### src/rtl/can_rx_framer.sv
// Listen-only CAN receive framer: destuffs sampled bus bits, walks the frame fields
// from SOF to EOF, feeds the external CRC-15 stage and reports frames and errors.
// Optional extended-identifier reception is enabled by defining CAN_EXT_ID_EN.
module can_rx_framer #(
  parameter int EOF_BITS  = 7,
  parameter int IDLE_BITS = 11
) (
  input  logic        clk,
  input  logic        rst,
  input  logic        sample,
  input  logic        rxbit,
  input  logic        crc_zero,
  output logic        crc_en,
  output logic        crc_din,
  output logic        crc_clr,
  output logic [28:0] frame_id,
  output logic        frame_ide,
  output logic        frame_rtr,
  output logic [3:0]  frame_dlc,
  output logic [63:0] frame_data,
  output logic        frame_valid,
  output logic        stuff_err,
  output logic        crc_err,
  output logic        form_err,
  output logic        busy
);

  localparam int RW = $clog2(IDLE_BITS + 1);

  typedef enum logic [3:0] {
    S_WAIT_IDLE, S_IDLE, S_ARB, S_EXT, S_CTRL, S_DATA,
    S_CRC, S_CRCDEL, S_ACK, S_ACKDEL, S_EOF
  } state_t;

  state_t        state_r, state_s;
  logic [6:0]    cnt_r, cnt_s;
  logic [RW-1:0] rec_r, rec_s;
  logic [2:0]    run_r, run_s;
  logic          last_r, last_s;
  logic [28:0]   id_r, id_s;
  logic          rtr_r, rtr_s;
  logic [3:0]    dlc_r, dlc_s;
  logic [63:0]   data_r, data_s;
  logic [6:0]    nbits_r, nbits_s;
  logic          sof_pend_r;
  logic [3:0]    bytes_s;
  logic          stuff_act_s, take_s;
  logic          en_s, din_s, clr_s, valid_s, stuff_s, crcerr_s, form_s;
`ifdef CAN_EXT_ID_EN
  logic          ide_r, ide_s;
`endif

  // Frame-tracking state, advanced only on sample strobes
  always_ff @(posedge clk or posedge rst) begin
    if (rst) begin
      state_r    <= S_WAIT_IDLE;
      cnt_r      <= 7'd0;
      rec_r      <= {RW{1'b0}};
      run_r      <= 3'd0;
      last_r     <= 1'b0;
      id_r       <= 29'd0;
      rtr_r      <= 1'b0;
      dlc_r      <= 4'd0;
      data_r     <= 64'd0;
      nbits_r    <= 7'd0;
      sof_pend_r <= 1'b0;
`ifdef CAN_EXT_ID_EN
      ide_r      <= 1'b0;
`endif
    end else begin
      sof_pend_r <= sample & clr_s;
      if (sample) begin
        state_r <= state_s;
        cnt_r   <= cnt_s;
        rec_r   <= rec_s;
        run_r   <= run_s;
        last_r  <= last_s;
        id_r    <= id_s;
        rtr_r   <= rtr_s;
        dlc_r   <= dlc_s;
        data_r  <= data_s;
        nbits_r <= nbits_s;
`ifdef CAN_EXT_ID_EN
        ide_r   <= ide_s;
`endif
      end
    end
  end

  // Destuffing, field sequencing and error detection for the current sample
  always_comb begin
    state_s  = state_r;
    cnt_s    = cnt_r;
    rec_s    = rec_r;
    run_s    = run_r;
    last_s   = last_r;
    id_s     = id_r;
    rtr_s    = rtr_r;
    dlc_s    = dlc_r;
    data_s   = data_r;
    nbits_s  = nbits_r;
`ifdef CAN_EXT_ID_EN
    ide_s    = ide_r;
`endif
    bytes_s  = 4'd0;
    en_s     = 1'b0;
    din_s    = 1'b0;
    clr_s    = 1'b0;
    valid_s  = 1'b0;
    stuff_s  = 1'b0;
    crcerr_s = 1'b0;
    form_s   = 1'b0;

    stuff_act_s = (state_r == S_ARB) || (state_r == S_EXT) || (state_r == S_CTRL) ||
                  (state_r == S_DATA) || (state_r == S_CRC);
    take_s      = stuff_act_s && (run_r != 3'd5);

    // The run length includes stuff bits; a stuff bit restarts the run at 1
    if (stuff_act_s) begin
      last_s = rxbit;
      if (run_r == 3'd5) begin
        run_s = 3'd1;
        if (rxbit == last_r) begin
          stuff_s = 1'b1;
          state_s = S_WAIT_IDLE;
          rec_s   = {RW{1'b0}};
        end else begin
          stuff_s = 1'b0;
        end
      end else if (rxbit == last_r) begin
        run_s = run_r + 3'd1;
      end else begin
        run_s = 3'd1;
      end
    end else begin
      run_s = run_r;
    end

    if (take_s) begin
      en_s  = 1'b1;
      din_s = rxbit;
    end else begin
      en_s  = 1'b0;
    end

    case (state_r)
      S_WAIT_IDLE: begin
        if (rxbit) begin
          if (rec_r == RW'(IDLE_BITS - 1)) begin
            state_s = S_IDLE;
            rec_s   = {RW{1'b0}};
          end else begin
            rec_s = rec_r + RW'(1);
          end
        end else begin
          rec_s = {RW{1'b0}};
        end
      end
      S_IDLE: begin
        if (!rxbit) begin
          clr_s   = 1'b1;
          state_s = S_ARB;
          cnt_s   = 7'd0;
          run_s   = 3'd1;
          last_s  = 1'b0;
          id_s    = 29'd0;
          rtr_s   = 1'b0;
          dlc_s   = 4'd0;
          data_s  = 64'd0;
`ifdef CAN_EXT_ID_EN
          ide_s   = 1'b0;
`endif
        end else begin
          state_s = S_IDLE;
        end
      end
      S_ARB: begin
        if (take_s) begin
          if (cnt_r < 7'd11) begin
            id_s  = {id_r[27:0], rxbit};
            cnt_s = cnt_r + 7'd1;
          end else if (cnt_r == 7'd11) begin
            rtr_s = rxbit;
            cnt_s = cnt_r + 7'd1;
          end else begin
            cnt_s = 7'd0;
            if (!rxbit) begin
              state_s = S_CTRL;
            end else begin
`ifdef CAN_EXT_ID_EN
              ide_s   = 1'b1;
              state_s = S_EXT;
`else
              state_s = S_WAIT_IDLE;
              rec_s   = {RW{1'b0}};
`endif
            end
          end
        end else begin
          cnt_s = cnt_r;
        end
      end
`ifdef CAN_EXT_ID_EN
      S_EXT: begin
        // 18 identifier bits, RTR, r1; r0 and DLC are then taken by CTRL
        if (take_s) begin
          if (cnt_r < 7'd18) begin
            id_s  = {id_r[27:0], rxbit};
            cnt_s = cnt_r + 7'd1;
          end else if (cnt_r == 7'd18) begin
            rtr_s = rxbit;
            cnt_s = cnt_r + 7'd1;
          end else begin
            cnt_s   = 7'd0;
            state_s = S_CTRL;
          end
        end else begin
          cnt_s = cnt_r;
        end
      end
`endif
      S_CTRL: begin
        if (take_s) begin
          if (cnt_r == 7'd0) begin
            cnt_s = 7'd1;
          end else begin
            dlc_s = {dlc_r[2:0], rxbit};
            if (cnt_r == 7'd4) begin
              bytes_s = rtr_r ? 4'd0 : (dlc_s[3] ? 4'd8 : dlc_s);
              nbits_s = {bytes_s, 3'b000};
              cnt_s   = 7'd0;
              state_s = (bytes_s == 4'd0) ? S_CRC : S_DATA;
            end else begin
              cnt_s = cnt_r + 7'd1;
            end
          end
        end else begin
          cnt_s = cnt_r;
        end
      end
      S_DATA: begin
        // Bit n lands at [63-n] so the first byte ends up in [63:56]
        if (take_s) begin
          data_s[~cnt_r[5:0]] = rxbit;
          if (cnt_r == nbits_r - 7'd1) begin
            cnt_s   = 7'd0;
            state_s = S_CRC;
          end else begin
            cnt_s = cnt_r + 7'd1;
          end
        end else begin
          cnt_s = cnt_r;
        end
      end
      S_CRC: begin
        if (take_s) begin
          if (cnt_r == 7'd14) begin
            cnt_s   = 7'd0;
            state_s = S_CRCDEL;
          end else begin
            cnt_s = cnt_r + 7'd1;
          end
        end else begin
          cnt_s = cnt_r;
        end
      end
      S_CRCDEL: begin
        if (!rxbit) begin
          form_s  = 1'b1;
          state_s = S_WAIT_IDLE;
          rec_s   = {RW{1'b0}};
        end else if (!crc_zero) begin
          crcerr_s = 1'b1;
          state_s  = S_WAIT_IDLE;
          rec_s    = {RW{1'b0}};
        end else begin
          state_s = S_ACK;
        end
      end
      S_ACK: begin
        state_s = S_ACKDEL;
      end
      S_ACKDEL: begin
        if (!rxbit) begin
          form_s  = 1'b1;
          state_s = S_WAIT_IDLE;
          rec_s   = {RW{1'b0}};
        end else begin
          cnt_s   = 7'd0;
          state_s = S_EOF;
        end
      end
      S_EOF: begin
        if (!rxbit) begin
          form_s  = 1'b1;
          state_s = S_WAIT_IDLE;
          rec_s   = {RW{1'b0}};
        end else if (cnt_r == 7'(EOF_BITS - 1)) begin
          valid_s = 1'b1;
          state_s = S_IDLE;
        end else begin
          cnt_s = cnt_r + 7'd1;
        end
      end
      default: begin
        state_s = S_WAIT_IDLE;
        rec_s   = {RW{1'b0}};
      end
    endcase
  end

  // Registered outputs; the SOF CRC feed trails crc_clr by one clock
  always_ff @(posedge clk or posedge rst) begin
    if (rst) begin
      crc_en      <= 1'b0;
      crc_din     <= 1'b0;
      crc_clr     <= 1'b0;
      frame_id    <= 29'd0;
      frame_ide   <= 1'b0;
      frame_rtr   <= 1'b0;
      frame_dlc   <= 4'd0;
      frame_data  <= 64'd0;
      frame_valid <= 1'b0;
      stuff_err   <= 1'b0;
      crc_err     <= 1'b0;
      form_err    <= 1'b0;
      busy        <= 1'b0;
    end else begin
      crc_en      <= sof_pend_r | (sample & en_s);
      crc_din     <= sample & en_s & din_s;
      crc_clr     <= sample & clr_s;
      frame_valid <= sample & valid_s;
      stuff_err   <= sample & stuff_s;
      crc_err     <= sample & crcerr_s;
      form_err    <= sample & form_s;
      if (sample) begin
        busy <= (state_s != S_IDLE);
      end
      if (sample && valid_s) begin
        frame_id   <= id_r;
        frame_rtr  <= rtr_r;
        frame_dlc  <= dlc_r;
        frame_data <= data_r;
`ifdef CAN_EXT_ID_EN
        frame_ide  <= ide_r;
`else
        frame_ide  <= 1'b0;
`endif
      end
    end
  end

endmodule
### config.mk
export PLATFORM = sky130hd
export DESIGN_NAME = can_rx_framer
export DESIGN_NICKNAME = d
export VERILOG_FILES = /design/src/rtl/can_rx_framer.sv
export SDC_FILE = /design/constraint.sdc
export NUM_CORES = 1
export LEC_CHECK = 0
export CAP_MARGIN = 20
export CORE_ASPECT_RATIO = 1.4
export CORE_MARGIN = 5
export CORE_UTILIZATION = 61
export DETAILED_ROUTE_END_ITERATION = 16
export GPL_ROUTABILITY_DRIVEN = 0
export GPL_TIMING_DRIVEN = 1
export PLACE_DENSITY = 0.85
export SLEW_MARGIN = 30
export SYNTH_ARGS = -nofsm -noshare
export SYNTH_HDL_FRONTEND = slang
export SYNTH_SLANG_ARGS = --single-unit
### constraint.sdc
create_clock -name clk -period 23.9 [get_ports clk]
set_clock_uncertainty 0.15 [all_clocks]
set_input_delay 5.975 -clock clk [delete_from_list [all_inputs] [get_ports clk]]
set_output_delay 5.975 -clock clk [all_outputs]
set_load 0.01 [all_outputs]
==> run_results.csv, run 1 <==
group,metric,value,unit
clock_tree,clockBufferDepth,3,
worst_hold_path,min_to,"frame_data[40]$_DFFE_PP0P_",
worst_setup_path,worstPathArrival,8.92,ns
global_route,antenna_found_initial,0,
global_route,grt.total_usage,26.6,%
global_route,grt_pass1_vias,8545,
pwr,leakagePower,5.71,nW
synthesis,synth-async-reset-ratio,100,%
worst_hold_path,hp-class,"register to register",
sta,timing.final.crit_share,36.3,%
synthesis,synth_edf_count,0,
sta,fin_setup_tns,0,ns
worst_setup_path,rr_startpoint,"state_r[3]$_DFFE_PP0P_",
sta,finalCriticalPeriod,8.67,ns
clock_tree,cts_setup_buffers,0,
flow_run,drv_cap,0,
worst_setup_path,crit_type,"input port to register",
pwr,p_total,964,uW
clock_tree,path_clk_slew,0.07,ns
worst_setup_path,r2r_cells,8,
worst_setup_path,timing.rr.end,"data_r[14]$_DFFE_PP0P_",
sta,whs,0.320,ns
synthesis,ys_ff_latch,227,
global_route,grt_max_degree,146,
synthesis,postSynthCellCount,1152,
floorplanning,dieArea,0.0193,sq mm
clock_tree,cts_root_buffer,"clkbuf_16",
sta,fmaxAchievable,115,MHz
worst_setup_path,regToRegSetupSlack,20.16,ns
clock_tree,clock_sinks,227,
global_route,grt_pass1_wl,42.5,mm
route,antenna_left,0,
layout,syn2layout_area_growth,18.5,%
sta,finalSetupViolCount,0,
clock_tree,cts_tree,"built",
pwr,ir_worst_vdd,0.0855,mV
worst_setup_path,cp_max_fo,65,
sta,maxSlewHeadroom,38.6,%
route,routed_wirelength,26.0,mm
route,wl_per_cell,18.1,um
sta,worstMarginPinSlew,0.916,ns
clock_tree,cts_hold_buf,0,
floorplanning,fp.dieH,163,um
worst_hold_path,timing.hold.worst.start,"data_r[40]$_DFFE_PP0P_",
pwr,p_per_area,80.3,mW/mm^2
floorplanning,core-area,0.0162,sq mm
global_route,overflow,0,
clock_tree,numCtsBuffers,20,
synthesis,avgSynthCellArea,8.80,sq um
synthesis,ys_warn_count,0,
worst_setup_path,critPathCaptureType,"register",
sta,layout_setup_ws,15.23,ns
layout,diodes,0,
route,viasPerCell,6.11,
worst_hold_path,min_path_cells,2,
layout,drive_gt1_share,5.11,%
sta,timing.final.hold_violations,0,
floorplanning,start_util,62.4,%
route,drc,0,
placed_design,dp_hpwl,16.0,mm
floorplanning,die_x,119,um
route,drtIter0Drc,1067,
layout,fin_nets,1232,
synthesis,syn_area,0.0101,sq mm
synthesis,yosysSeqAreaShare,56.1,%
sta,rsz0062_at_grt,"no",
run_status,status,"finished, final reports clean",
synthesis,ys_types,63,
synthesis,synth_ff_type,"dfrtp_1",
worst_setup_path,startpoint_type,"input port",
route,vias,8753,
route,drtPass1Iterations,6,
floorplanning,ioPinCount,112,
worst_setup_path,cp.required,24.15,ns
clock_tree,post_cts_resized,0,
floorplanning,num_rows,55,
clock_tree,cts_max_level,1,
sta,finalMaxSlewViolations,0,
placed_design,dp_slack,14.87,ns
synthesis,synth_nets,1165,
placed_design,io_buffers,110,
clock_tree,clk_latency,0.50,ns
[cells in the final DEF (no fill, tap or decap), types with 4 or more instances in the layout]
cell,netlist,final
nand2b_1,7,7
nor4_1,4,4
o31ai_1,6,6
xor2_1,5,5
nand2_1,376,376
o211ai_1,7,7
buf_4,8,8
nor2_1,33,33
clkdlybuf4s50_1,0,110
clkbuf_16,0,21
nand4_1,6,6
inv_1,21,20
ha_1,8,8
o22ai_1,4,4
nand3_1,23,23
xnor2_1,5,5
o21ai_0,175,175
and3_1,10,10
clkinv_2,0,5
nor3_2,2,4
nor3_1,16,14
dfrtp_1,227,227
a31oi_1,8,8
a21oi_1,71,71
nor2b_1,4,4
[registers in the layout, indices dropped and copies added, names as in the netlist, 3 cells and up]
signal      flops
data_r         64
frame_data     64
frame_id       29
id_r           29
cnt_r           7
dlc_r           4
frame_dlc       4
nbits_r         4
rec_r           4
state_r         4
run_r           3
[area by class of cell]
class	instances	area, sq um
fillers	1158	4230
well taps	199	249
clock buffers	27	578
flip-flops and latches	227	5680
multi-input cells	824	4040
inverters	24	103
clock inverters	9	101
repair buffers	122	1260
[worst max-delay path, stage by stage]
cell and delay [ns]:
clkdlybuf4s50_1 0.79, nor2_4 0.34, o21ai_2 0.09, buf_4 0.33
nor3_2 0.76, nand2_1 0.34, o21ai_0 0.29
[worst max path at each step]
stage | startpoint | to | cells past startpoint | slack (ns)
floorplan | rst | busy$_DFFE_PP0P_ | 1 | 11.56
global placement | rxbit | data_r[10]$_DFFE_PP0P_ | 7 | 14.91
detailed placement | rxbit | data_r[9]$_DFFE_PP0P_ | 7 | 14.87
CTS | rxbit | data_r[14]$_DFFE_PP0P_ | 7 | 15.32
global route | rxbit | data_r[62]$_DFFE_PP0P_ | 7 | 15.10
finish | rxbit | data_r[14]$_DFFE_PP0P_ | 7 | 15.23
[power by group]
part           switching, mW  leakage (nW)  internal, mW
clock network          0.142         0.336         0.193
logic                  0.121          2.26        0.0542
registers             0.0382          3.11         0.415
[synth_stat cells, types with 10 or more instances]
master	count	share of area (%)
o21ai_0	175	8.6
nor2_1	33	1.2
dfrtp_1	227	56
and3_1	10	0.62
inv_1	21	0.78
buf_2	20	0.99
nand3_1	23	1.1
nor3_1	16	0.79
a21oi_1	71	3.5
nand2_1	376	14
clkbuf_1	43	1.6
[through the flow]
step,util [%],cell area [sq um],instances
finish,73.9,12000,1432
global route,73.9,12000,1432
CTS,73.7,12000,1431
detailed placement,69.5,11300,1395
global placement,69.1,11200,1392
floorplan,-,10100,1152
[cells by family (layout without fill, tap and decap cells)]
| family | Yosys count | in the layout | share of synthesized area [%] |
|---|---|---|---|
| simple gates | 498 | 498 | 20.9 |
| compound gates | 305 | 305 | 16.6 |
| flops | 227 | 227 | 56.1 |
| buf+inv | 101 | 182 | 4.36 |
| xor+xnor | 10 | 10 | 0.864 |
| fa+ha+maj | 9 | 9 | 1.09 |
| other cells | 1 | 1 | 0.0370 |
| mux | 1 | 1 | 0.111 |
[routing by layer]
metal  track usage [%]  up-vias  part of all wire, %
met1              34.1     4176                   39
met2              45.0      466                   49
met4              10.8        0                  3.9
met5                 0        -                    0
met3              4.59       97                  8.0
li1                  -     4014                    -
No activity file was read; power rests on OpenSTA's default activity.
==> run 2: changes to the inputs <==
Settings changed: CORE_UTILIZATION 61 to 56, PLACE_DENSITY 0.85 to 0.79.
Clock period 23.9 ns to 8.75 ns, I/O delays scaled along.
==> run 2 against run 1 <==
Design area up 1.0%. Highest routed layer unchanged. Combinational power rose to 2.8 times the previous value. Flip-flop and latch count unchanged. Routed wire length down 0.21%. Core utilization down 6.3 points. Sequential power rose to 2.7 times the previous value. Final cell count up 3.1%. Via count down 0.74%. Power rose to 2.9 times the previous value. Clock power rose to 3.1 times the previous value. Non-clock buffer count unchanged. Largest cell class unchanged.
==> run_results.csv, run 2 (synthesized netlist as in run 1, its figures left out) <==
group,metric,value,unit
worst_setup_path,timing.rr.end,"data_r[8]$_DFFE_PP0P_",
global_route,grt_max_degree,104,
clock_tree,clockBufferDepth,3,
sta,whs,0.318,ns
sta,maxSlewHeadroom,37.7,%
route,antenna_left,0,
worst_hold_path,min_path_cells,1,
floorplanning,dieArea,0.0209,sq mm
global_route,antenna_found_initial,0,
sta,timing.final.crit_share,56.1,%
clock_tree,clock_sinks,227,
clock_tree,clk_latency,0.51,ns
layout,fillers,1485,
placed_design,dp_cells,1437,
layout,layout_common_cells,"nand2_1, dfrtp_1, o21ai_0",
sta,timing.final.hold_violations,0,
global_route,overflow,0,
floorplanning,ioPinCount,112,
clock_tree,cts_root_buffer,"clkbuf_16",
clock_tree,path_clk_slew,0.06,ns
clock_tree,cts_setup_buffers,0,
worst_setup_path,cp.required,9.00,ns
run_status,status,"finished, final reports clean",
sta,layout_setup_ws,3.84,ns
floorplanning,die_x,124,um
floorplanning,start_util,56.5,%
sta,finalMaxSlewViolations,0,
pwr,switchingPower,834,uW
layout,diodes,0,
floorplanning,core-area,0.0179,sq mm
sta,finalCriticalPeriod,4.91,ns
placed_design,io_buffers,110,
global_route,grt.total_usage,25.1,%
clock_tree,cts_hold_buf,0,
layout,final_util,67.7,%
pwr,leakagePower,5.75,nW
worst_setup_path,critPathCaptureType,"register",
sta,worstMarginPinSlew,0.927,ns
worst_setup_path,rr_startpoint,"state_r[3]$_DFFE_PP0P_",
route,viasPerCell,5.89,
worst_setup_path,r2r_cells,8,
worst_setup_path,cp-startpoint,"rxbit",
layout,drive_gt1_share,5.18,%
floorplanning,fp.dieH,169,um
worst_hold_path,timing.hold.worst.start,"crc_clr$_DFF_PP0_",
worst_setup_path,startpoint_type,"input port",
sta,rsz0062_at_grt,"no",
layout,fin_cells,1476,
pwr,p_per_area,227,mW/mm^2
pwr,p_seq_share,44.9,%
sta,finalSetupViolCount,0,
pwr,p_int,1.92,mW
worst_hold_path,hp-class,"register to register",
pwr,ir_worst_vdd,0.202,mV
flow_run,drv_cap,0,
global_route,grt_pass1_wl,42.7,mm
clock_tree,cts_max_level,1,
layout,layout_commonest_cell,"nand2_1",
worst_setup_path,regToRegSetupSlack,4.91,ns
pwr,pwr-share-clk,37.4,%
placed_design,dp_slack,3.53,ns
worst_setup_path,cp_max_fo,65,
route,drc,0,
layout,syn2layout_area_growth,19.7,%
clock_tree,cts_tree,"built",
pwr,p_comb_share,17.7,%
clock_tree,post_cts_resized,0,
worst_setup_path,crit_type,"input port to register",
route,vias,8688,
route,routed_wirelength,25.9,mm
route,drtIter0Drc,745,
layout,fin_nets,1234,
floorplanning,num_rows,58,
worst_setup_path,worstPathArrival,5.16,ns
sta,fmaxAchievable,204,MHz
global_route,grt_pass1_vias,8532,
route,drtPass1Iterations,6,
clock_tree,numCtsBuffers,22,
pwr,p_sw_share,30.3,%
placed_design,dp_hpwl,16.3,mm
worst_hold_path,min_to,"crc_en$_DFF_PP0_",
sta,fin_setup_tns,0,ns
route,wl_per_cell,17.5,um
layout,top_regs,"data_r x64, frame_data x64",
[run 2: cell count changes in the layout (fill, tap and decap cells not counted), moves of 2 or more]
cell,before,now
buf_12,2,0
clkbuf_16,21,23
buf_6,0,3
bufinv_16,2,4
clkinv_2,5,3
[run 2: worst max-delay path: stages]
cell	delay, ns
clkdlybuf4s50_1	0.76
nor2_4	0.32
o21ai_2	0.08
buf_4	0.33
nor3_2	0.76
nand2_1	0.36
o21ai_0	0.33
[run 2: cell type report]
cell class                 instances  area [sq um]  share of cell area (%)
clock buffer                      30           632                    5.21
inverter                          24          97.6                   0.805
multi-input combinational        824          4040                    33.3
tap                              240           300                    2.48
sequential                       227          5680                    46.8
timing repair buffer             122          1230                    10.1
clock inverter                     9           153                    1.26
[run 2: worst max-delay path by stage]
stage,end,slack (ns),depth (start not counted)
floorplan,busy$_DFFE_PP0P_,0.19,1
global placement,data_r[58]$_DFFE_PP0P_,3.56,7
detailed placement,data_r[8]$_DFFE_PP0P_,3.53,7
CTS,data_r[8]$_DFFE_PP0P_,3.95,7
global route,data_r[8]$_DFFE_PP0P_,3.72,7
finish,data_r[8]$_DFFE_PP0P_,3.84,7
[run 2: per-stage QoR]
step	total power, mW	instance area (sq um)
2_1_floorplan	1.57	10100
3_3_place_gp	1.69	11300
3_5_place_dp	1.73	11300
4_1_cts	2.74	12100
5_1_grt	2.87	12100
6_report	2.75	12100
[run 2: routing by layer]
metal	global-route usage, %	wire [um]
met4	8.96	874
met1	33.4	10100
met2	41.8	13000
met3	3.97	1880
met5	0	0
[run 2: power by group through the flow]
stage | Combinational, mW | Clock (mW) | Sequential (mW)
after floorplan | 0.363 | 0 | 1.21
after global placement | 0.443 | 0 | 1.25
after detailed placement | 0.473 | 0 | 1.25
after CTS | 0.477 | 1.03 | 1.23
after global routing | 0.535 | 1.08 | 1.25
final | 0.486 | 1.03 | 1.24
==> run 3: changes to the inputs <==
Clock period 8.75 ns to 4.9 ns, I/O delays scaled along.
==> run 3 against run 2 <==
First-iteration DRC count is 34% higher. Register-to-register slack worse by 3.1 ns. Largest cell class unchanged. Critical path depth stayed put. Sequential power is 78% higher. Setup slack worse by 2.5 ns. Flip-flop and latch count stayed put. Sequential share of layout area is 0.20 points higher. Clock power is 65% higher. Die area stayed put. Non-clock buffer count is 2 higher. Core utilization is 0.29 points lower. Worst hold slack hardly changed.
==> run_results.csv, run 3 (synthesized netlist as in run 1, its figures left out) <==
group,metric,value,unit
run_status,status,"finished, final reports clean",
placed_design,io_buffers,110,
layout,drive_gt1_share,5.34,%
route,drtIter0Drc,998,
clock_tree,path_clk_slew,0.07,ns
floorplanning,die_x,124,um
floorplanning,start_util,56.5,%
worst_setup_path,startpoint_type,"input port",
layout,multi_input_area,0.00404,sq mm
layout,layout_commonest_cell,"nand2_1",
route,wl_per_cell,17.4,um
sta,finalCriticalPeriod,3.53,ns
sta,fin_setup_tns,0,ns
layout,fin_nets,1236,
global_route,grt_use_met1,34.1,%
worst_setup_path,critPathCaptureType,"register",
global_route,grt_pass1_vias,8514,
layout,layout_common_cells,"nand2_1, dfrtp_1, o21ai_0",
pwr,leakagePower,5.72,nW
route,routed_wirelength,25.7,mm
pwr,ir_worst_vdd,0.298,mV
global_route,grt_max_degree,104,
worst_setup_path,crit_chain,"clkdlybuf4s50_1 > xor2_1 > nor4_1 > o211ai_1 > a221oi_1 > nor2b_1 > a21oi_1",
pwr,p_int,3.27,mW
layout,top_regs,"data_r x64, frame_data x64",
placed_design,dp_hpwl,16.2,mm
worst_setup_path,slowest_stage,"clkdlybuf4s50_1",
clock_tree,clockBufferDepth,3,
clock_tree,numCtsBuffers,22,
floorplanning,num_rows,58,
global_route,overflow,0,
clock_tree,cts_root_buffer,"clkbuf_16",
worst_setup_path,critPathMaxStageDelay,0.94,ns
route,drc,0,
clock_tree,cts_max_level,1,
layout,fin_cells,1477,
route,drtPass1Iterations,6,
sta,fmaxAchievable,283,MHz
route,viasPerCell,5.89,
pwr,pwr-share-clk,35.7,%
sta,worstMarginPinSlew,0.904,ns
worst_setup_path,path_delay_family,"buffers and inverters",
global_route,busiest_layer,"met2",
flow_run,drv_cap,0,
clock_tree,clock_sinks,227,
pwr,p_seq_share,46.5,%
sta,whs,0.318,ns
worst_setup_path,cp_num_buf_inv,1,
floorplanning,core-area,0.0179,sq mm
layout,seqCellArea,0.00568,sq mm
sta,rsz0062_at_grt,"no",
worst_setup_path,cp_max_fo,17,
route,vias,8693,
clock_tree,cts_setup_buffers,0,
floorplanning,ioPinCount,112,
global_route,antenna_found_initial,0,
layout,diodes,0,
sta,timing.final.hold_violations,0,
floorplanning,fp.dieH,169,um
global_route,use_met2,40.5,%
sta,maxSlewHeadroom,39.5,%
clock_tree,post_cts_resized,0,
global_route,grt_pass1_wl,42.7,mm
route,antenna_left,0,
sta,finalMaxSlewViolations,0,
pwr,p_per_area,394,mW/mm^2
floorplanning,dieArea,0.0209,sq mm
worst_hold_path,hp-class,"register to register",
worst_setup_path,crit_type,"input port to register",
clock_tree,clk_latency,0.50,ns
sta,finalSetupViolCount,0,
layout,syn2layout_area_growth,19.2,%
placed_design,dp_cells,1439,
pwr,p_comb_share,17.9,%
pwr,p_sw_share,31.3,%
clock_tree,cts_tree,"built",
worst_setup_path,worstPathArrival,3.77,ns
global_route,globalRouteMet3Util,3.23,%
clock_tree,cts_hold_buf,0,
global_route,grt.total_usage,24.9,%
worst_setup_path,cp.required,5.13,ns
pwr,switchingPower,1.49,mW
sta,timing.final.crit_share,72.1,%
layout,fillers,1459,
-- run 3: per-stage QoR --
stage,worst slack [ns],cell area [sq um],power [mW],utilization (%)
floorplan,0.559,10100,2.80,-
global placement,1.07,11300,3.03,63.3
detailed placement,0.962,11400,3.07,63.3
CTS,1.46,12100,4.76,67.3
global route,1.24,12100,4.98,67.4
finish,1.37,12100,4.76,67.4
-- run 3: worst paths after layout --
| kind | depth (start not counted) | endpoint | slack, ns | startpoint |
|---|---|---|---|---|
| setup / recovery | 7 | state_r[1]$_DFFE_PP0P_ | 1.37 | rxbit |
| max in group asynchronous | 3 | data_r[49]$_DFFE_PP0P_ | 2.54 | rst |
| hold / removal | 2 | frame_data[27]$_DFFE_PP0P_ | 0.32 | data_r[27]$_DFFE_PP0P_ |
| setup reg to reg | 9 | frame_data[39]$_DFFE_PP0P_ | 1.78 | cnt_r[0]$_DFFE_PP0P_ |
| hold reg to reg | 2 | frame_data[27]$_DFFE_PP0P_ | 0.32 | data_r[27]$_DFFE_PP0P_ |
| min in group asynchronous | 2 | frame_data[61]$_DFFE_PP0P_ | 1.09 | rst |
-- run 3: cell type report --
cell class	count	share of cell area [%]
Clock buffer	31	5.43
Sequential cell	227	47.0
Timing Repair Buffer	124	10.3
Multi-Input combinational cell	824	33.4
Inverter	24	0.777
Tap cell	240	2.49
Clock inverter	7	0.528
-- run 3: per-layer routing --
metal | vias to the layer above | wire (um) | part of all wire (%)
li1 | 4022 | - | -
met1 | 4186 | 10400 | 40
met2 | 395 | 12400 | 48
met3 | 90 | 1850 | 7.2
met4 | 0 | 1110 | 4.3
met5 | - | 0 | 0
-- run 3: power by group through the flow --
stage	sequential (mW)	clock, mW	combinational (mW)
after global routing	2.23	1.80	0.943
after CTS	2.21	1.72	0.835
final	2.21	1.70	0.850
after floorplan	2.16	0	0.648
after detailed placement	2.24	0	0.831
after global placement	2.23	0	0.806
-- run 3: worst register-to-register path: stages, from the launching register on --
cell and delay, ns:
dfrtp_1 0.52, inv_1 0.25, ha_1 0.18, or4b_4 0.50, nor2_1 0.18, nand4_1 0.19, inv_2 0.54, buf_12 0.32
nand2_1 0.16, nand2_1 0.07
